[config.mk]
export PLATFORM = sky130hd
export DESIGN_NAME = sound_poly
export DESIGN_NICKNAME = d
export VERILOG_FILES = /design/src/rtl/sound_pkg.sv /design/src/rtl/sound_channel.sv /design/src/rtl/sound_poly.sv
export SDC_FILE = /design/constraint.sdc
export NUM_CORES = 1
export LEC_CHECK = 0
export CAP_MARGIN = 20
export CORE_MARGIN = 4
export CORE_UTILIZATION = 56
export DETAILED_ROUTE_END_ITERATION = 10
export PLACE_DENSITY = 0.82
export REMOVE_ABC_BUFFERS = 1
export SLEW_MARGIN = 0
export SYNTH_ARGS = -nofsm -noshare
export SYNTH_HDL_FRONTEND = slang
export SYNTH_SLANG_ARGS = --single-unit
[constraint.sdc]
create_clock -name iCLK -period 3.9 [get_ports iCLK]
set_clock_uncertainty 0.15 [all_clocks]
set_input_delay 0.39 -clock iCLK [delete_from_list [all_inputs] [get_ports iCLK]]
set_output_delay 0.39 -clock iCLK [all_outputs]
set_load 0.005 [all_outputs]
[src/rtl/sound_pkg.sv]
// sound_pkg: shared width helpers and channel state encoding for sound_poly.
package sound_pkg;

    // Index width that stays at least 1 bit wide even for a single entry.
    function automatic int idx_w(input int n);
        return (n <= 2) ? 1 : $clog2(n);
    endfunction

    function automatic int pwm_w(input int n);
        return $clog2(n + 1);
    endfunction

    typedef enum logic {
        ST_IDLE = 1'b0,
        ST_PLAY = 1'b1
    } ch_state_e;

endpackage

[src/rtl/sound_channel.sv]
// sound_channel: one tone voice with a half-period divider, square phase and optional tick-based duration.
module sound_channel
    import sound_pkg::*;
#(
    parameter int DIV_W = 20,
    parameter int DUR_W = 16
) (
    input  logic             clk_i,
    input  logic             rst_i,
    input  logic             load_i,
    input  logic [DIV_W-1:0] div_i,
    input  logic [DUR_W-1:0] dur_i,
    input  logic             tick_i,
    output logic             active_o,
    output logic             phase_o,
    output logic             done_o
);

    ch_state_e        state_q, state_d;
    logic [DIV_W-1:0] div_q, div_d;
    logic [DIV_W-1:0] half_q, half_d;
    logic [DUR_W-1:0] dur_q, dur_d;
    logic             phase_q, phase_d;
    logic             done_q, done_d;
    logic             expire;

    assign expire = (state_q == ST_PLAY) && tick_i && (dur_q == DUR_W'(1));

    // A write on the expiry cycle takes priority, so the note restarts with no done pulse.
    always_comb begin
        state_d = state_q;
        div_d   = div_q;
        half_d  = half_q;
        dur_d   = dur_q;
        phase_d = phase_q;
        done_d  = 1'b0;
        if (load_i) begin
            state_d = (div_i == '0) ? ST_IDLE : ST_PLAY;
            div_d   = div_i;
            half_d  = div_i - 1'b1;
            dur_d   = dur_i;
            phase_d = 1'b0;
        end else if (state_q == ST_PLAY) begin
            if (expire) begin
                state_d = ST_IDLE;
                phase_d = 1'b0;
                done_d  = 1'b1;
            end else begin
                half_d  = (half_q == '0) ? div_q - 1'b1 : half_q - 1'b1;
                phase_d = (half_q == '0) ? ~phase_q : phase_q;
                dur_d   = (tick_i && dur_q != '0) ? dur_q - 1'b1 : dur_q;
            end
        end
    end

    always_ff @(posedge clk_i) begin
        if (rst_i) begin
            state_q <= ST_IDLE;
            div_q   <= '0;
            half_q  <= '0;
            dur_q   <= '0;
            phase_q <= 1'b0;
            done_q  <= 1'b0;
        end else begin
            state_q <= state_d;
            div_q   <= div_d;
            half_q  <= half_d;
            dur_q   <= dur_d;
            phase_q <= phase_d;
            done_q  <= done_d;
        end
    end

    assign active_o = (state_q == ST_PLAY);
    assign phase_o  = phase_q;
    assign done_o   = done_q;

endmodule

[src/rtl/sound_poly.sv]
// sound_poly: CH-channel square-wave tone generator mixed into a 1-bit PWM speaker output.
module sound_poly
    import sound_pkg::*;
#(
    parameter int  CH       = 4,
    parameter int  DIV_W    = 20,
    parameter int  DUR_W    = 16,
    parameter int  TICK_DIV = 50000,
    localparam int CH_W     = idx_w(CH),
    localparam int PWM_W    = pwm_w(CH)
) (
    input  logic             iCLK,
    input  logic             iRST,
    input  logic             iWE,
    input  logic [CH_W-1:0]  iCH,
    input  logic [DIV_W-1:0] iDIV,
    input  logic [DUR_W-1:0] iDUR,
    output logic [CH-1:0]    oACTIVE,
    output logic [CH-1:0]    oDONE,
    output logic             oSOUND
);

    localparam int TC_W = idx_w(TICK_DIV);

    logic [TC_W-1:0]  tick_q;
    logic             tick;
    logic             we_ok;
    logic [CH-1:0]    act;
    logic [CH-1:0]    ph;
    logic [CH-1:0]    done;
    logic [PWM_W-1:0] level;
    logic [PWM_W-1:0] pwm_q;
    logic             snd_q;

    // Free-running duration tick shared by every channel; writes never restart it.
    assign tick = (tick_q == TC_W'(TICK_DIV - 1));

    always_ff @(posedge iCLK) begin
        if (iRST || tick) tick_q <= '0;
        else tick_q <= tick_q + 1'b1;
    end

    assign we_ok = iWE && (int'(iCH) < CH);

    for (genvar g = 0; g < CH; g++) begin : g_ch
        sound_channel #(
            .DIV_W(DIV_W),
            .DUR_W(DUR_W)
        ) u_ch (
            .clk_i   (iCLK),
            .rst_i   (iRST),
            .load_i  (we_ok && (iCH == CH_W'(g))),
            .div_i   (iDIV),
            .dur_i   (iDUR),
            .tick_i  (tick),
            .active_o(act[g]),
            .phase_o (ph[g]),
            .done_o  (done[g])
        );
    end

    always_comb begin
        level = '0;
        for (int i = 0; i < CH; i++) level = level + PWM_W'(act[i] & ph[i]);
    end

    // Level-to-duty PWM: high for `level` of every CH clocks.
    always_ff @(posedge iCLK) begin
        if (iRST) begin
            pwm_q <= '0;
            snd_q <= 1'b0;
        end else begin
            pwm_q <= (pwm_q == PWM_W'(CH - 1)) ? '0 : pwm_q + 1'b1;
            snd_q <= (pwm_q < level);
        end
    end

    assign oACTIVE = act;
    assign oDONE   = done;
    assign oSOUND  = snd_q;

endmodule
Word-level counts from Yosys, hierarchy flattened:

Index checks and enable logic that the tools add are counted.

* $add $sub $neg: 18
* eq/ne operators: 13
* reduce and logical (&&, ||, !) cells: 60
* bitwise operators: 12
* magnitude comparators: 1
* muxes and demuxes: 57

Operator list (count)
* two-way mux 20 bit: 16
* two-way mux 16 bit: 16
* subtractor 20 x 1 -> 20 bit, second input constant: 9
* zero test 20 bit: 5
* equality test 16 x 1 -> 1 bit, second input constant: 4
* nonzero test 16 bit: 4
* subtractor 16 x 1 -> 16 bit, second input constant: 4
* two-way mux 1 bit: 25
* nonzero test 2 bit: 12
* adder 16 x 1 -> 16 bit, second input constant: 1
* equality test 16 bit, second input constant: 1
* logical AND 1 bit: 16
* AND reduction 2 bit: 8
* AND reduction 3 bit: 4
* OR reduction 3 bit: 4
* OR reduction 2 bit: 5
* != test 2 x 1 -> 1 bit, second input constant: 4
* inverter 1 bit: 8
* bitwise AND 1 bit: 4
* equality test 2 bit, second input constant: 2
* adder 2 x 1 -> 3 bit: 1
* adder 3 x 1 -> 3 bit: 1
* adder 3 x 1 -> 3 bit, second input constant: 1
* equality test 3 x 2 -> 1 bit, second input constant: 1
* 5 further kinds: 5

* output and inout bits: 9
* input port bits: 41
* register bits after elaboration: 256

Longest topological paths before layout:

* depth after elaboration: 6
* mapped depth: 15

Cells and area by module:

From an unflattened synthesis, not the netlist that was laid out.

* cells, all modules: 1843
* area, all modules: 14592.7 um^2

By module, submodules not included
* sound_channel (g_ch[0].u_ch ...): seq. area each 1181.1 um^2, cells each 439, area each 3475.8 um^2, times used 2
* sound_channel (g_ch[3].u_ch): seq. area each 1181.1 um^2, cells each 436, area each 3377.0 um^2, times used 1
* sound_channel (g_ch[2].u_ch): seq. area each 1181.1 um^2, cells each 417, area each 3239.4 um^2, times used 1
* sound_poly: seq. area each 400.4 um^2, cells each 112, area each 1024.7 um^2, times used 1

Worst setup path before layout:

OpenSTA, ideal clock, no wires.

* path kind: register to register
* start: register g_ch[3].u_ch.half_q[12]
* end: register g_ch[3].u_ch.half_q[10]
* clock period less this slack: 4.052 ns
* cell stages (with the launch flop): 16
* data required time: 3.655 ns
* setup time: 0.095 ns
* arrival: 3.807 ns
* buffers on the path: 3
* setup slack: -0.152 ns
* cells stage by stage: dfxtp_1 > clkbuf_1 > nor3_1 > nand3_1 > nor2_1 > clkbuf_1 > clkbuf_1 > a21oi_1 > ha_1 > or4b_1 > or3_1 > nor4_1 > o21bai_1 > or4b_2 > mux2i_1 > a221oi_1

* cells in the longest elaborated chain, start to end: 5

RTL lines
* start: declaration: RTL line sound_channel.sv:21 `logic [DIV_W-1:0] half_q, half_d;`
* start signal: assignment: RTL line sound_channel.sv:67 `half_q <= half_d;`
* zero test 20 bit: RTL line sound_channel.sv:49 `half_d = (half_q == '0) ? div_q - 1'b1 : half_q - 1'b1;`
* two-way mux 20 bit: RTL line sound_channel.sv:49
* two-way mux 20 bit: RTL line sound_channel.sv:44 `if (expire) begin`
* two-way mux 20 bit: RTL line sound_channel.sv:43 `end else if (state_q == ST_PLAY) begin`
* two-way mux 20 bit: RTL line sound_channel.sv:37 `if (load_i) begin`

No other way between the ends. The select of a mux whose other input is x is not followed.
A chain may end at the register's enable or synchronous reset.

Worst setup path in the final report:

* start: register g_ch[2].u_ch.half_q[9]
* end: register g_ch[2].u_ch.half_q[14]

* cells in the longest elaborated chain, start to end: 5
* elaborated cells on any way between the ends: 6
* those cells by class: add/sub: 1; mux: 4; reduce/logical: 1

RTL lines (RTL line)
* start: declaration: sound_channel.sv:21
* start signal: assignment: sound_channel.sv:67
* subtractor 20 x 1 -> 20 bit or zero test 20 bit (tied branches): sound_channel.sv:49
* two-way mux 20 bit (*): sound_channel.sv:49
* two-way mux 20 bit (*): sound_channel.sv:44
* two-way mux 20 bit (*): sound_channel.sv:43
* two-way mux 20 bit (*): sound_channel.sv:37

Every way passes the cells marked *; elsewhere a longest branch is shown, timed or not. The select of a mux whose other input is x is not followed.

==> flow_summary_export.csv <==
group,metric,value,unit
cells_and_area,multi_input_area,9280,sq um
drt,vias,15900,
place,place_hpwl,33.9,mm
status,run_status,"finished clean",
setup_path,reg2reg_slack,190,ps
place,dpl_cell_area,16100,sq um
power,p_comb_share,25.6,%
cells_and_area,final_util,65.0,%
drt,dr.pass1.iters,6,
power,power_density,444,nW/um^2
floorplanning,pin_count,50,
floorplanning,initial_utilization,57.3,%
place,gp_congestion,0.980,
floorplanning,core_area,26200,sq um
cells_and_area,n_fill_cell,2181,
setup_path,crit_path_max_incr_delay,520,ps
flow_run,maxCapViolations,0,
setup_path,crit_start,"g_ch[2].u_ch.half_q[9]$_SDFFE_PP0P_",
setup_path,critical_path_class,"reg2reg",
setup_path,cpMostUsedCell,"nand3_1",
setup_path,cp-start-kind,"register",
timing,max_freq,270,MHz
power,internal_power,5070,uW
synthesis,synth_ff_type,"dfxtp_1",
setup_path,cp_max_fo,7,
synthesis,synthArstFlopShare,0,%
synthesis,yosysSeqAreaShare,34.1,%
clocking,cts_sinks,256,
synthesis,postSynthAreaPerCell,7.51,sq um
timing,hold_violations,0,
drt,drt-initial-drc-count,1715,
global_routing,grt_first_pass_wirelength,76.4,mm
cells_and_area,regArea,5130,sq um
global_routing,grt_pass1_vias,14600,
drt,detail-route-antenna-nets,0,
power,power.share.switching,32.9,%
clocking,htreeDepth,1,
clocking,path_clk_slew,60,ps
floorplanning,die_area,29500,sq um
floorplanning,die_x,172,um
floorplanning,fp.dieH,172,um
power,clockPowerShare,35.7,%
cells_and_area,area_growth,13.3,%
synthesis,synth_top_family_by_area,"simple AND/OR/NAND/NOR gates",
setup_path,required,4140,ps
setup_path,r2r_start,"g_ch[2].u_ch.half_q[9]$_SDFFE_PP0P_",
global_routing,grt_use_total,31.9,%
drt,drt_wl_total,48.9,mm
synthesis,syn_inst,2002,
cells_and_area,final_nets,2089,
timing,rsz0062_at_grt,"false",
clocking,numCtsBuffers,28,
cells_and_area,fin_area,17000,sq um
drt,drc,0,
global_routing,grt_remaining_overflow,0,
synthesis,synth_compound_area_share,24.9,%
worst_hold_path,min-delay-start,"iRST",
synthesis,synth_mux_area_share,1.10,%
power,p_switching,2490,uW
synthesis,ys_top_cells_by_area,"dfxtp_1 34%, nand2_1 7.8%, a21oi_1 6.4%",
worst_hold_path,holdCritPathClass,"in2reg",
timing,period_share,95.1,%
setup_path,worst_ep_arrival_time,3950,ps
synthesis,syn-cell-area,15000,sq um
timing,finalMaxSlewViolations,0,
clocking,clkLatencyLatePin,560,ps
synthesis,synthDominantCellAreaShare,34.1,%
setup_path,crit_chain,"nor3_1, nand3_1, nor2_1, a21oi_1, ha_1, or3b_2, or4_1, nor4b_2, o22ai_2, or3_1, nand3_1, a221oi_1",
timing,maxSlewHeadroom,31.8,%
clocking,cts_tree,"done",
place,io_buffers,49,
timing,tightestPinTransition,1020,ps
synthesis,synth_edf_count,0,
synthesis,synth_top_area_cell,"dfxtp_1",
synthesis,synth_cell_types,89,
timing,period_needed,3710,ps
synthesis,synthSimpleGateAreaFrac,27.9,%
drt,routedWlPerCell,20.5,um
synthesis,synth_adder_area_share,1.80,%
synthesis,ys_warn_count,0,
cells_and_area,drive_above_1_share,9.33,%
timing,setup-tns-final,0,ps
synthesis,ys_ff_latch,256,
global_routing,antenna_found_initial,1,
setup_path,worstSetupEndpointType,"register",
power,pwr-share-seq,38.6,%
clocking,cts_root_buf,"clkbuf_16",
setup_path,crit_slowest_cell,"or3b_2",
cells_and_area,antenna_cells,0,
global_routing,grt_max_degree,76,
timing,setup_viol,0,
drt,drt-vias-per-instance,6.69,
clocking,ctsLongestPathBuffers,3,
synthesis,synthXorXnorAreaFrac,5.60,%
power,ir_worst_vdd,0.404,mV
floorplanning,num_rows,59,
power,p_leak,0.00605,uW
cells in the final DEF, fill, tap and decap left out, types with 19 or more instances in the layout:
cell	synthesis	final
buf_4	8	77
and3_1	26	26
xnor2_1	48	48
clkdlybuf4s50_1	0	48
nand4_1	19	19
nand2_1	312	312
dfxtp_1	256	251
a211oi_1	66	66
clkbuf_16	0	29
xor2_1	48	48
ha_1	20	19
a21oi_1	191	190
inv_1	31	31
nor3_1	63	63
o21ai_0	79	79
nor4_1	51	51
nor2_1	219	216
or3_1	26	26
nand3_1	48	47
or4_1	24	24
a31oi_1	28	28
cell usage after synthesis (all sizes together), types with 6 or more instances:
cell / count
inv: 31
a221oi: 11
a31oi: 28
a211oi: 66
o31ai: 9
or3: 26
ha: 20
nand2: 312
nor2: 220
nor3: 67
o21a: 7
buf: 17
nand2b: 15
o22ai: 14
nand3b: 7
nor3b: 6
dfxtp: 256
a22o: 7
and3: 26
o41ai: 6
o32ai: 8
clkbuf: 118
or2: 14
nand4: 19
o21bai: 6
nor4: 55
or4: 26
o21ai: 80
a211o: 6
o211ai: 18
mux2i: 12
a41oi: 7
xor2: 48
a22oi: 18
xnor2: 48
a311oi: 13
and2: 10
nand3: 48
a21o: 9
o221ai: 9
a21oi: 191
critical path, delay by kind of cell, from the launching register on:
| kind | cells | cell delay, ps |
|---|---|---|
| AOI/OAI and AO/OA | 3 | 470 |
| adders and majority gates | 1 | 210 |
| DFF | 1 | 440 |
| and+or+nand+nor | 8 | 2260 |
routing by layer:
layer | share of wire (%) | global-route usage (%)
met5 | 0.068 | 0
met4 | 6.2 | 16.7
met3 | 11 | 6.16
met2 | 43 | 50.1
met1 | 40 | 41.8
final timing paths:
kind	end	depth (start not counted)
worst max-delay path	g_ch[2].u_ch.half_q[14]$_SDFFE_PP0P_	12
worst min-delay path	g_ch[0].u_ch.active_o$_SDFF_PP0_	2
worst max register to register	g_ch[2].u_ch.half_q[14]$_SDFFE_PP0P_	12
worst min register to register	tick_q[0]$_SDFF_PP0_	1
logic make-up after synthesis:
logic type | after synthesis
compound gates | 567
xor+xnor | 96
fa+ha+maj | 21
buf+inv | 167
flops | 256
mux | 16
simple gates | 879
sequential cells by signal, indices dropped and copies added (netlist names):
register,flops
g_ch.u_ch.dur_q,64
g_ch.u_ch.div_q,80
g_ch.u_ch.phase_o,4
g_ch.u_ch.half_q,80
g_ch.u_ch.active_o,4
tick_q,16
oSOUND,1
pwm_q,3
g_ch.u_ch.done_o,4
power groups by stage:
stage	sequential [uW]	combinational [uW]	clock [uW]
detailed placement	2970	1860	0
global route	2940	2110	2840
finish	2920	1940	2700
floorplan	2930	1220	0
global placement	2960	1830	0
CTS	2910	1880	2720
what timing repair did:
action | CTS | global route
gates resized for setup | 0 | 10
hold buffers | 0 | 0
setup buffers | 0 | 0
hold endpoints to repair | 0 | 0
setup endpoints to repair | 0 | 4
cell type report:
class	instances	share of cell area (%)
clock inverter	11	0.654
sequential	256	30.1
clock buffer	39	4.83
inverter	32	0.705
multi-input combinational	1579	54.5
timing repair buffer	130	6.75
tap	335	2.46
per-stage QoR:
| step | worst slack, ps | hold slack, ps | cells | total power, uW |
|---|---|---|---|---|
| 3_5_place_dp | 107 | 287 | 2332 | 4830 |
| 5_1_grt | 3.55 | 43.8 | 2382 | 7880 |
| 6_report | 192 | 44.6 | 2382 | 7560 |
| 2_1_floorplan | -15.8 | 263 | 1867 | 4140 |
| 3_3_place_gp | 231 | 276 | 2332 | 4790 |
| 4_1_cts | 102 | 20.3 | 2382 | 7500 |
Note: power is estimated with default switching activity, not from simulation.
